File: config.mk
export PLATFORM = sky130hd
export DESIGN_NAME = instr_fetch_unit
export DESIGN_NICKNAME = d
export VERILOG_FILES = /design/src/rtl/instr_fetch_unit.sv
export SDC_FILE = /design/constraint.sdc
export NUM_CORES = 1
export LEC_CHECK = 0
export BUFFER_PORTS_ARGS = -buffer_cell sky130_fd_sc_hd__buf_2
export CORE_UTILIZATION = 30
export CTS_BUF_LIST = sky130_fd_sc_hd__clkbuf_4
export DETAILED_ROUTE_END_ITERATION = 12
export SYNTH_ARGS = -nofsm -noshare
export SYNTH_HDL_FRONTEND = slang
export SYNTH_SLANG_ARGS = --single-unit
File: constraint.sdc
create_clock -name CLK -period 10.47 [get_ports CLK]
set_input_delay 2.094 -clock CLK [delete_from_list [all_inputs] [get_ports CLK]]
set_output_delay 2.094 -clock CLK [all_outputs]
set_load 0.01 [all_outputs]
File: src/rtl/instr_fetch_unit.sv
// Fetch stage: issues the current PC to a variable-latency instruction memory,
// hands the returned word to decode and steers the PC register's next value.
module instr_fetch_unit #(
  parameter int PC_WIDTH    = 32,
  parameter int INSTR_WIDTH = 32,
  parameter int TIMEOUT     = 255,
  parameter int CNT_WIDTH   = 8
) (
  input  logic                   CLK,
  input  logic                   RST,
  input  logic [PC_WIDTH-1:0]    PC,
  output logic [PC_WIDTH-1:0]    PC_reg,
  input  logic                   fetch_en,
  output logic                   imem_req,
  output logic [PC_WIDTH-1:0]    imem_addr,
  input  logic                   imem_ack,
  input  logic [INSTR_WIDTH-1:0] imem_rdata,
  output logic                   instr_valid,
  input  logic                   dec_ready,
  output logic [INSTR_WIDTH-1:0] instr,
  output logic [PC_WIDTH-1:0]    instr_pc,
  input  logic                   redirect,
  input  logic [PC_WIDTH-1:0]    redirect_target,
  output logic                   align_err,
  output logic                   fetch_err
);

  typedef enum logic [1:0] {
    S_IDLE  = 2'd0,
    S_FETCH = 2'd1,
    S_VALID = 2'd2,
    S_ERR   = 2'd3
  } state_t;

  state_t                  r_state;
  state_t                  w_next_state;
  state_t                  w_refetch_state;
  logic                    r_imem_req;
  logic                    r_instr_valid;
  logic [INSTR_WIDTH-1:0]  r_instr;
  logic [PC_WIDTH-1:0]     r_instr_pc;
  logic                    r_align_err;
  logic                    r_fetch_err;
  logic [CNT_WIDTH-1:0]    r_cnt;
  logic                    r_pend;
  logic [PC_WIDTH-1:2]     r_tgt;

  logic [CNT_WIDTH-1:0]    w_cnt_next;
  logic                    w_pend_next;
  logic [PC_WIDTH-1:2]     w_tgt_next;
  logic                    w_capture;
  logic                    w_fetch_err_next;
  logic                    w_align_err;
  logic [PC_WIDTH-1:0]     w_target_aligned;
  logic [PC_WIDTH-1:0]     w_stored_aligned;
  logic [PC_WIDTH-1:0]     w_pc_plus4;

  assign w_target_aligned = {redirect_target[PC_WIDTH-1:2], 2'b00};
  assign w_stored_aligned = {r_tgt, 2'b00};
  assign w_pc_plus4       = PC + PC_WIDTH'(4);
  // Any transition back towards FETCH parks in IDLE when fetching is disabled.
  assign w_refetch_state  = fetch_en ? S_FETCH : S_IDLE;
  assign w_align_err      = redirect & (|redirect_target[1:0]) & (r_state != S_ERR);

  assign imem_addr   = PC;
  assign imem_req    = r_imem_req;
  assign instr_valid = r_instr_valid;
  assign instr       = r_instr;
  assign instr_pc    = r_instr_pc;
  assign align_err   = r_align_err;
  assign fetch_err   = r_fetch_err;

  // Next-state, PC steering and bookkeeping updates.
  always_comb begin
    w_next_state     = r_state;
    PC_reg           = PC;
    w_capture        = 1'b0;
    w_cnt_next       = r_cnt;
    w_pend_next      = r_pend;
    w_tgt_next       = r_tgt;
    w_fetch_err_next = r_fetch_err;
    case (r_state)
      S_IDLE: begin
        if (redirect) PC_reg = w_target_aligned;
        else          PC_reg = PC;
        if (fetch_en) w_next_state = S_FETCH;
        else          w_next_state = S_IDLE;
      end
      S_FETCH: begin
        if (imem_ack) begin
          w_cnt_next  = '0;
          w_pend_next = 1'b0;
          if (redirect) begin
            PC_reg       = w_target_aligned;
            w_next_state = w_refetch_state;
          end else if (r_pend) begin
            PC_reg       = w_stored_aligned;
            w_next_state = w_refetch_state;
          end else begin
            w_capture    = 1'b1;
            w_next_state = S_VALID;
          end
        end else if (r_cnt == CNT_WIDTH'(TIMEOUT - 1)) begin
          w_cnt_next       = '0;
          w_fetch_err_next = 1'b1;
          w_next_state     = S_ERR;
        end else begin
          // The request stays on the bus; a redirect is remembered until the ack.
          w_cnt_next = r_cnt + CNT_WIDTH'(1);
          if (redirect) begin
            w_pend_next = 1'b1;
            w_tgt_next  = redirect_target[PC_WIDTH-1:2];
          end else begin
            w_pend_next = r_pend;
          end
        end
      end
      S_VALID: begin
        if (redirect) begin
          PC_reg       = w_target_aligned;
          w_next_state = w_refetch_state;
        end else if (dec_ready) begin
          PC_reg       = w_pc_plus4;
          w_next_state = w_refetch_state;
        end else begin
          w_next_state = S_VALID;
        end
      end
      S_ERR: begin
        w_next_state = S_ERR;
      end
      default: begin
        w_next_state = S_IDLE;
      end
    endcase
  end

  // State, handshake outputs and captured instruction registers.
  always_ff @(posedge CLK or posedge RST) begin
    if (RST) begin
      r_state       <= S_IDLE;
      r_imem_req    <= 1'b0;
      r_instr_valid <= 1'b0;
      r_instr       <= '0;
      r_instr_pc    <= '0;
      r_align_err   <= 1'b0;
      r_fetch_err   <= 1'b0;
      r_cnt         <= '0;
      r_pend        <= 1'b0;
      r_tgt         <= '0;
    end else begin
      r_state       <= w_next_state;
      r_imem_req    <= (w_next_state == S_FETCH);
      r_instr_valid <= (w_next_state == S_VALID);
      r_align_err   <= w_align_err;
      r_fetch_err   <= w_fetch_err_next;
      r_cnt         <= w_cnt_next;
      r_pend        <= w_pend_next;
      r_tgt         <= w_tgt_next;
      if (w_capture) begin
        r_instr    <= imem_rdata;
        r_instr_pc <= PC;
      end
    end
  end

endmodule

==> impl_metrics.py, run 1 <==
metrics = {
    "run_status": {
        "status": "completed",
    },
    "timing": {
        "max_slew.worst_pin.slew_ns": 0.9657,
        "slew_headroom": 0.3494,
        "max_freq_mhz": 147.8,
        "finalCritPeriodShare": 0.6462,
        "period_needed_ns": 6.765,
        "maxSlewViolCount": 0,
        "setup_violations": 0,
        "hold_violations": 0,
        "clock_skew_ns": 0.01619,
        "fin_setup_tns_ns": 0,
        "rsz0062_at_grt": "no",
    },
    "logic_synthesis": {
        "synthXorXnorAreaFrac": 0.007889,
        "synth_nets": 903,
        "ys_ff_latch": 109,
        "yosysSeqAreaShare": 0.4095,
        "synth_edf_count": 0,
        "synth_compound_area_frac": 0.1621,
        "synth.area.mux_share": 0.08959,
        "synth_ff_type": "dfrtp_1",
        "yosysTopAreaCellShare": 0.4095,
        "postSynthAreaPerCell_sq_um": 8.348,
        "synth_top_family_by_area": "simple AND/OR/NAND/NOR gates",
        "synth-simple-area-share": 0.2472,
        "synth.distinct_cells": 69,
        "syn-cell-area_sq_um": 6661,
        "yosysWarnings": 0,
        "ys_async_sr_fraction": 1.000,
        "yosys.area.top_type": "dfrtp_1",
        "syn_inst": 798,
        "synthAdderAreaFrac": 0.005635,
        "yosys-top-cells-area": "dfrtp_1, nand2_1, mux2_2",
    },
    "global_routing": {
        "grt_overflow_total": 0,
        "track_usage": 0.2094,
        "grt_pass1_vias": 6000,
        "grt_pass1_wl_um": 35540,
        "antenna_found_initial": 3,
        "grt_max_degree": 62,
    },
    "layout": {
        "num-fill-cells": 2324,
        "multiInputGateArea_sq_um": 3427,
        "layout.core_utilization": 0.3657,
        "nets": 1075,
        "drive_above_1_share": 0.3251,
        "area_growth_pct": 19.80,
        "layout_common_cells": "buf_2, nand2_1, dfrtp_1",
        "layout_commonest_cell": "buf_2",
        "regArea_sq_um": 2728,
    },
    "cts": {
        "htreeDepth": 3,
        "cts_setup_buffers": 0,
        "ctsRootBufferMaster": "clkbuf_4",
        "cts_tree": "done",
        "cts_buffers": 9,
        "post_cts_resize_count": 0,
        "clk_pin_slew_ns": 0.16,
        "holdBufCountCts": 0,
        "clock_sinks": 109,
        "clk_latency_ns": 0.50,
        "cts.path.max_buffers": 2,
    },
    "power": {
        "switching_power_uw": 858.4,
        "p_leak_uw": 0.003944,
        "internal-power_uw": 1093,
        "ir_worst_vdd_v": 0.00009406,
        "powerDensity_nw_per_um2": 244.6,
        "power_frac_comb": 0.498,
        "clock_power_share": 0.130,
        "p_total_uw": 1952,
        "p_seq_frac": 0.372,
        "p_sw_frac": 0.4399,
    },
    "placement": {
        "gp_congestion": 0.8493,
        "dp_hpwl_um": 16960,
        "io_buffers": 233,
    },
    "critical_path": {
        "worstSetupEndpointType": "primary output",
        "crit_chain": "buf_2 > buf_4 > o21ai_0 > and2_1 > a221o_1 > o21ai_0 > a2bb2oi_1 > buf_2",
        "cp.required_ns": 8.38,
        "cp_slowest_cell": "buf_4",
        "startpoint_type": "primary input",
        "reg2reg_setup_slack_ns": 7.67,
        "reg2regPathDepth": 7,
        "slowest_delay_ns": 0.57,
        "crit_fanout": 46,
        "crit_type": "primary input to primary output",
        "critPathArrivalTime_ns": 4.67,
        "r2r_end": "instr_pc[25]",
        "reg2reg_from": "r_state[0]",
    },
    "floorplan": {
        "die_y_um": 151.0,
        "io_pins": 234,
        "initial_core_util": 0.3052,
        "die_area_sq_um": 22800,
        "die_w_um": 151.0,
        "fp-row-count": 54,
        "coreArea_sq_um": 21820,
    },
    "worst_hold_path": {
        "worstHoldEndpoint": "instr[7]",
        "min_delay_path_depth": 2,
        "hold_path_class": "register to register",
        "min_from": "instr[7]",
    },
    "routing": {
        "finalWirelength_um": 23670,
        "drtPass1Iterations": 6,
        "viasPerCell": 5.224,
        "drc": 0,
        "drt-wirelength-per-cell_um": 18.82,
        "drt_iter0_markers": 576,
        "num_vias": 6572,
        "drtAntennaViolNets": 0,
    },
    "flow_run": {
        "cap_violations": 0,
    },
}
state kept, by name, summed over array words and instances, names as in the netlist, 2 cells and up:
register and cells:
instr 32, instr_pc 32, r_tgt 30, r_cnt 8, r_state 2
how the worst max path moves through the flow:
stage | startpoint | slack (ns) | cells past startpoint | to
6_report | redirect | 3.70 | 8 | PC_reg[18]
5_1_grt | redirect | 3.55 | 8 | PC_reg[18]
4_1_cts | redirect | 3.74 | 8 | PC_reg[18]
3_5_place_dp | redirect | 3.75 | 8 | PC_reg[18]
3_3_place_gp | redirect | 3.80 | 8 | PC_reg[26]
2_1_floorplan | dec_ready | 4.76 | 6 | PC_reg[29]
layer usage:
layer / routed length [um] / vias to the layer above / track usage
li1: - / 3094 / -
met2: 10480 / 326 / 0.3195
met3: 2073 / 37 / 0.04367
met4: 505 / 0 / 0.07400
met5: 0 / - / 0
met1: 10610 / 3115 / 0.2909
cells by family (layout without fill, tap and decap cells):
group / count (synthesis) / in the layout
and+or+nand+nor: 364 / 364
AOI/OAI and AO/OA: 163 / 163
DFF: 109 / 109
buffers and inverters: 98 / 275
muxes: 55 / 55
xor gates and xnor gates: 6 / 6
adders and majority gates: 3 / 3
other: 0 / 3
worst max-delay path: cells and delay by family:
kind,cells,cell delay (ns)
AO/OA/AOI/OAI,4,0.96
buffers and inverters,3,1.18
AND/OR/NAND/NOR,1,0.40
cell type report:
cell class | instances | share of cell area
multi-input combinational | 591 | 0.4294
sequential | 109 | 0.3418
timing repair buffer | 244 | 0.1565
tap | 280 | 0.04390
clock inverter | 6 | 0.01066
clock buffer | 10 | 0.009407
inverter | 15 | 0.007369
antenna | 3 | 0.0009407
power groups by stage:
| stage | sequential (uW) | clock [uW] | combinational (uW) |
|---|---|---|---|
| finish | 726 | 253 | 973 |
| global route | 755 | 278 | 1080 |
| CTS | 725 | 265 | 977 |
| detailed placement | 730 | 0 | 977 |
| global placement | 730 | 0 | 963 |
| floorplan | 762 | 0 | 546 |
through the flow:
stage          setup WS, ns  std cells  instance area (sq um)  hold WS [ns]
2_1_floorplan         4.756        798                   6661        0.4686
3_3_place_gp          3.805       1239                   7812        0.4519
3_5_place_dp          3.754       1239                   7812        0.4567
4_1_cts               3.743       1255                   7973        0.4970
5_1_grt               3.548       1256                   7975        0.5156
6_report              3.705       1258                   7980        0.4912
synthesized netlist by cell type (all sizes together), types with 3 or more instances:
| master | number |
|---|---|
| nor2b | 11 |
| a22o | 6 |
| a221oi | 7 |
| buf | 51 |
| mux2 | 37 |
| ha | 3 |
| a31oi | 8 |
| o22ai | 5 |
| xor2 | 5 |
| a221o | 4 |
| o21ai | 52 |
| nor3 | 11 |
| nor2 | 36 |
| inv | 15 |
| nand3b | 4 |
| nor4 | 4 |
| and2 | 8 |
| mux2i | 18 |
| a21boi | 5 |
| o31ai | 5 |
| clkbuf | 32 |
| a21oi | 25 |
| nand3 | 20 |
| and3 | 6 |
| a222oi | 3 |
| nand2 | 231 |
| o221ai | 6 |
| nand4 | 12 |
| nand2b | 7 |
| o211ai | 6 |
| dfrtp | 109 |
| a22oi | 8 |
| or3 | 5 |
| a211oi | 6 |
| o311ai | 3 |
Power figures use the tool's default switching activity.
==> run 2: changes to the inputs <==
==> constraint.sdc (replaced) <==
create_clock -name CLK -period 6.2 [get_ports CLK]
set_input_delay 1.24 -clock CLK [delete_from_list [all_inputs] [get_ports CLK]]
set_output_delay 1.24 -clock CLK [all_outputs]
set_load 0.01 [all_outputs]
==> run 2 against run 1 <==
Effect of this change:
- worst hold slack got worse by 0.0047 ns
- clock power rose by 34%
- critical path type unchanged
- die area did not move
==> impl_metrics.py, run 2 (synthesized netlist as in run 1, its figures left out) <==
metrics = {
    "power": {
        "power_frac_comb": 0.518,
        "p_leak_uw": 0.003933,
        "powerDensity_nw_per_um2": 404.8,
        "p_sw_frac": 0.4507,
        "ir_worst_vdd_v": 0.0001714,
        "internal-power_uw": 1765,
        "p_total_uw": 3214,
        "clock_power_share": 0.106,
        "switching_power_uw": 1449,
        "p_seq_frac": 0.376,
    },
    "critical_path": {
        "crit_chain": "buf_2 > buf_4 > nand3b_2 > nor3_2 > and3_1 > a21oi_1 > o31ai_1 > buf_2",
        "reg2reg_from": "r_cnt[0]",
        "cp.required_ns": 4.96,
        "cp_slowest_cell": "and3_1",
        "reg2reg_setup_slack_ns": 3.96,
        "reg2regPathDepth": 7,
        "crit_fanout": 33,
        "slowest_delay_ns": 0.42,
        "r2r_end": "r_tgt[6]",
        "worstSetupEndpointType": "primary output",
        "crit_type": "primary input to primary output",
        "startpoint_type": "primary input",
        "critPathArrivalTime_ns": 3.47,
        "crit_top_cell": "buf_2",
    },
    "routing": {
        "drtAntennaViolNets": 0,
        "drt-wirelength-per-cell_um": 18.64,
        "drtPass1Iterations": 5,
        "viasPerCell": 5.170,
        "num_vias": 6509,
        "drc": 0,
        "finalWirelength_um": 23470,
        "drt_iter0_markers": 545,
    },
    "timing": {
        "period_needed_ns": 4.715,
        "setup_violations": 0,
        "finalCritPeriodShare": 0.7605,
        "clock_skew_ns": 0.02985,
        "hold_violations": 0,
        "maxSlewViolCount": 0,
        "rsz0062_at_grt": "no",
        "fin_setup_tns_ns": 0,
        "max_slew.worst_pin.slew_ns": 0.8524,
        "max_freq_mhz": 212.1,
        "slew_headroom": 0.4257,
    },
    "worst_hold_path": {
        "hold_path_class": "register to register",
        "worstHoldEndpoint": "instr_pc[0]",
        "min_delay_path_depth": 2,
        "min_from": "instr_pc[0]",
    },
    "layout": {
        "final_area_sq_um": 7940,
        "layout_common_cells": "buf_2, nand2_1, dfrtp_1",
        "layout_commonest_cell": "buf_2",
        "nets": 1077,
        "drive_above_1_share": 0.3265,
        "num-fill-cells": 2333,
        "area_growth_pct": 19.20,
    },
    "floorplan": {
        "io_pins": 234,
        "initial_core_util": 0.3052,
        "coreArea_sq_um": 21820,
        "die_w_um": 151.0,
        "fp-row-count": 54,
        "die_area_sq_um": 22800,
        "die_y_um": 151.0,
    },
    "global_routing": {
        "grt_pass1_vias": 6024,
        "grt_max_degree": 62,
        "grt_overflow_total": 0,
        "track_usage": 0.2071,
        "grt_pass1_wl_um": 35420,
        "antenna_found_initial": 4,
    },
    "cts": {
        "cts_buffers": 9,
        "clk_pin_slew_ns": 0.15,
        "cts_tree": "done",
        "htreeDepth": 3,
        "cts_setup_buffers": 0,
        "post_cts_resize_count": 0,
        "clk_latency_ns": 0.50,
        "holdBufCountCts": 0,
        "clock_sinks": 109,
        "ctsRootBufferMaster": "clkbuf_4",
        "cts.path.max_buffers": 2,
    },
    "run_status": {
        "status": "completed",
    },
    "placement": {
        "place_area_sq_um": 7828,
        "gp_congestion": 0.8698,
        "io_buffers": 233,
        "dp_hpwl_um": 16880,
    },
    "flow_run": {
        "cap_violations": 0,
    },
}
run 2: changes by cell type in the layout (fill, tap and decap cells not counted), sizes merged:
cell,change
diode,-1
buf,+2
clkbuf,-1
clkinv,+2
inv,+1
bufinv,-2
run 2: worst max-delay path by stage:
stage               startpoint         end  slack (ns)
finish                redirect  PC_reg[26]        1.49
global placement      redirect  PC_reg[26]        1.50
detailed placement    redirect  PC_reg[26]        1.46
floorplan                  RST   align_err        2.09
CTS                   redirect  PC_reg[26]        1.45
global route          redirect  PC_reg[26]        1.27
run 2: metrics by stage:
| step | utilization | setup slack [ns] | hold slack, ns | instances |
|---|---|---|---|---|
| 6_report | 0.3638 | 1.485 | 0.4864 | 1259 |
| 5_1_grt | 0.3636 | 1.265 | 0.5125 | 1257 |
| 4_1_cts | 0.3636 | 1.453 | 0.4911 | 1257 |
| 3_5_place_dp | 0.3587 | 1.461 | 0.4563 | 1241 |
| 3_3_place_gp | 0.3587 | 1.497 | 0.4528 | 1241 |
| 2_1_floorplan | - | 2.086 | 0.4686 | 798 |
run 2: power groups by stage:
| stage | Combinational (uW) | Sequential, uW | Clock, uW |
|---|---|---|---|
| 2_1_floorplan | 922 | 1290 | 0 |
| 3_3_place_gp | 1650 | 1220 | 0 |
| 3_5_place_dp | 1680 | 1220 | 0 |
| 4_1_cts | 1680 | 1210 | 361 |
| 5_1_grt | 1840 | 1250 | 384 |
| 6_report | 1660 | 1210 | 340 |
run 2: metal layers:
metal,wire length [um],track usage,share of wire,up-vias
li1,-,-,-,3092
met1,10630,0.2920,0.45,3076
met2,10590,0.3188,0.45,310
met3,1928,0.04669,0.082,27
met4,307,0.05050,0.013,4
met5,22,0,0.00094,-
run 2: cell type report:
cell class | instances | area [sq um] | share of cell area
Sequential cell | 109 | 2728 | 0.3435
Clock buffer | 9 | 67.56 | 0.008509
Timing Repair Buffer | 246 | 1264 | 0.1592
Tap cell | 280 | 350.3 | 0.04412
Multi-Input combinational cell | 591 | 3427 | 0.4316
Clock inverter | 7 | 40.04 | 0.005043
Inverter | 15 | 58.81 | 0.007406
Antenna cell | 2 | 5.005 | 0.0006303
run 2: worst max-delay path, delay by kind of cell:
kind | cells | cell delay [ns]
buffers and inverters | 3 | 0.65
AOI/OAI and AO/OA | 2 | 0.46
and+or+nand+nor | 3 | 1.13
==> run 3: changes to the inputs <==
==> constraint.sdc (replaced) <==
create_clock -name CLK -period 4.2 [get_ports CLK]
set_input_delay 0.84 -clock CLK [delete_from_list [all_inputs] [get_ports CLK]]
set_output_delay 0.84 -clock CLK [all_outputs]
set_load 0.01 [all_outputs]
==> run 3 against run 2 <==
Effect of this change:
- power is 53% higher
- register-to-register slack worse by 2.4 ns
- cell area is 2.1% higher
- clock-buffer cell count unchanged
- critical endpoint is now PC_reg[18]
- largest cell class unchanged
- wire length is 0.81% higher
- non-clock buffer count increased by 13
- flip-flop and latch count unchanged
==> impl_metrics.py, run 3 (synthesized netlist as in run 1, its figures left out) <==
metrics = {
    "cts": {
        "cts_setup_buffers": 0,
        "clk_pin_slew_ns": 0.21,
        "cts_tree": "done",
        "holdBufCountCts": 0,
        "ctsRootBufferMaster": "clkbuf_4",
        "cts_buffers": 9,
        "clock_sinks": 109,
        "clk_latency_ns": 0.52,
        "post_cts_resize_count": 0,
        "htreeDepth": 3,
        "cts.path.max_buffers": 2,
    },
    "timing": {
        "max_slew.worst_pin.slew_ns": 1.002,
        "setup_violations": 0,
        "clock_skew_ns": 0.02939,
        "rsz0062_at_grt": "no",
        "finalCritPeriodShare": 0.9365,
        "maxSlewViolCount": 0,
        "hold_violations": 0,
        "slew_headroom": 0.3249,
        "period_needed_ns": 3.933,
        "max_freq_mhz": 254.2,
        "fin_setup_tns_ns": 0,
    },
    "critical_path": {
        "reg2regPathDepth": 6,
        "path_delay_family": "simple AND/OR/NAND/NOR gates",
        "reg2reg_setup_slack_ns": 1.59,
        "cp.required_ns": 3.36,
        "setup.worst_path.start": "r_state[1]",
        "worstSetupEndpointType": "primary output",
        "timing.critical_path.buf_inv": 2,
        "crit_chain": "buf_4 > nor2b_1 > and2_1 > a221o_1 > o21ai_0 > a2bb2oi_1 > buf_2",
        "worst-path-stages": 7,
        "endpoint": "PC_reg[18]",
        "critPathArrivalTime_ns": 3.09,
        "crit_fanout": 12,
        "crit_type": "register to primary output",
        "cp_slowest_cell": "dfrtp_1",
        "reg2reg_from": "r_state[1]",
        "slowest_delay_ns": 0.62,
        "startpoint_type": "register",
        "r2r_end": "instr_pc[28]",
    },
    "placement": {
        "io_buffers": 233,
        "placed_cells": 1254,
        "dp_hpwl_um": 17580,
        "gp_congestion": 0.9052,
    },
    "worst_hold_path": {
        "hold_path_class": "primary input to async pin",
    },
    "global_routing": {
        "grt_pass1_vias": 6064,
        "grt_overflow_total": 0,
        "grt_max_degree": 57,
        "grt_pass1_wl_um": 35420,
        "antenna_found_initial": 5,
        "track_usage": 0.2091,
    },
    "run_status": {
        "status": "completed",
    },
    "floorplan": {
        "io_pins": 234,
        "fp-row-count": 54,
        "initial_core_util": 0.3052,
        "die_area_sq_um": 22800,
        "coreArea_sq_um": 21820,
        "die_w_um": 151.0,
        "die_y_um": 151.0,
    },
    "routing": {
        "drtAntennaViolNets": 0,
        "drt-wirelength-per-cell_um": 18.56,
        "drt_iter0_markers": 495,
        "drtPass1Iterations": 5,
        "viasPerCell": 5.141,
        "finalWirelength_um": 23660,
        "num_vias": 6555,
        "drc": 0,
    },
    "layout": {
        "drive_above_1_share": 0.3364,
        "stdcell_count": 1275,
        "area_growth_pct": 21.73,
        "layout_commonest_cell": "buf_2",
        "layout_common_cells": "buf_2, nand2_1, dfrtp_1",
        "nets": 1090,
    },
    "power": {
        "ir_worst_vdd_v": 0.0002385,
        "powerDensity_nw_per_um2": 606.9,
        "p_leak_uw": 0.004018,
    },
    "flow_run": {
        "cap_violations": 0,
    },
}
## run 3: changes by cell type in the layout (fill, tap and decap cells not counted), sizes merged
cell | before | now
buf | 246 | 259
diode | 2 | 5
clkinv | 5 | 3
bufinv | 0 | 1
clkinvlp | 0 | 1
## run 3: cell type report
type | count | area (sq um)
flip-flops and latches | 109 | 2728
repair buffers | 259 | 1374
well taps | 280 | 350.3
inverters | 15 | 58.81
clock buffers | 9 | 67.56
multi-input cells | 591 | 3425
diodes | 5 | 12.51
fillers | 2278 | 13710
clock inverters | 7 | 93.84
## run 3: where the power goes
group / internal [uW] / switching, uW / total (uW)
Combinational: 1010 / 1500 / 2510
Sequential: 1510 / 278 / 1790
Clock: 197 / 419 / 616
Total: 2720 / 2200 / 4920
## run 3: worst min-delay path by stage
stage                      start      endpoint  slack (ns)
floorplan               r_cnt[4]      r_cnt[4]        0.47
global placement        instr[2]      instr[2]        0.45
detailed placement  instr_pc[17]  instr_pc[17]        0.46
CTS                          RST     instr[16]        0.41
global route                 RST     instr[12]        0.44
finish                       RST     instr[12]        0.41
## run 3: stage by stage
stage	setup WS [ns]	area [sq um]	power [uW]	util	hold WS, ns
finish	0.2667	8109	4922	0.3716	0.4069
global route	0.1560	8099	5312	0.3711	0.4405
CTS	0.2917	8097	4961	0.3710	0.4105
detailed placement	0.4868	7935	4326	0.3636	0.4573
global placement	0.5511	7935	4285	0.3636	0.4519
floorplan	0.4861	6661	3260	-	0.4686
## run 3: layer usage
metal	global-route usage	vias up	part of all wire
li1	-	3134	-
met1	0.2813	3086	0.45
met2	0.3273	299	0.45
met3	0.04849	34	0.080
met4	0.07300	2	0.021
met5	0	-	0.00034
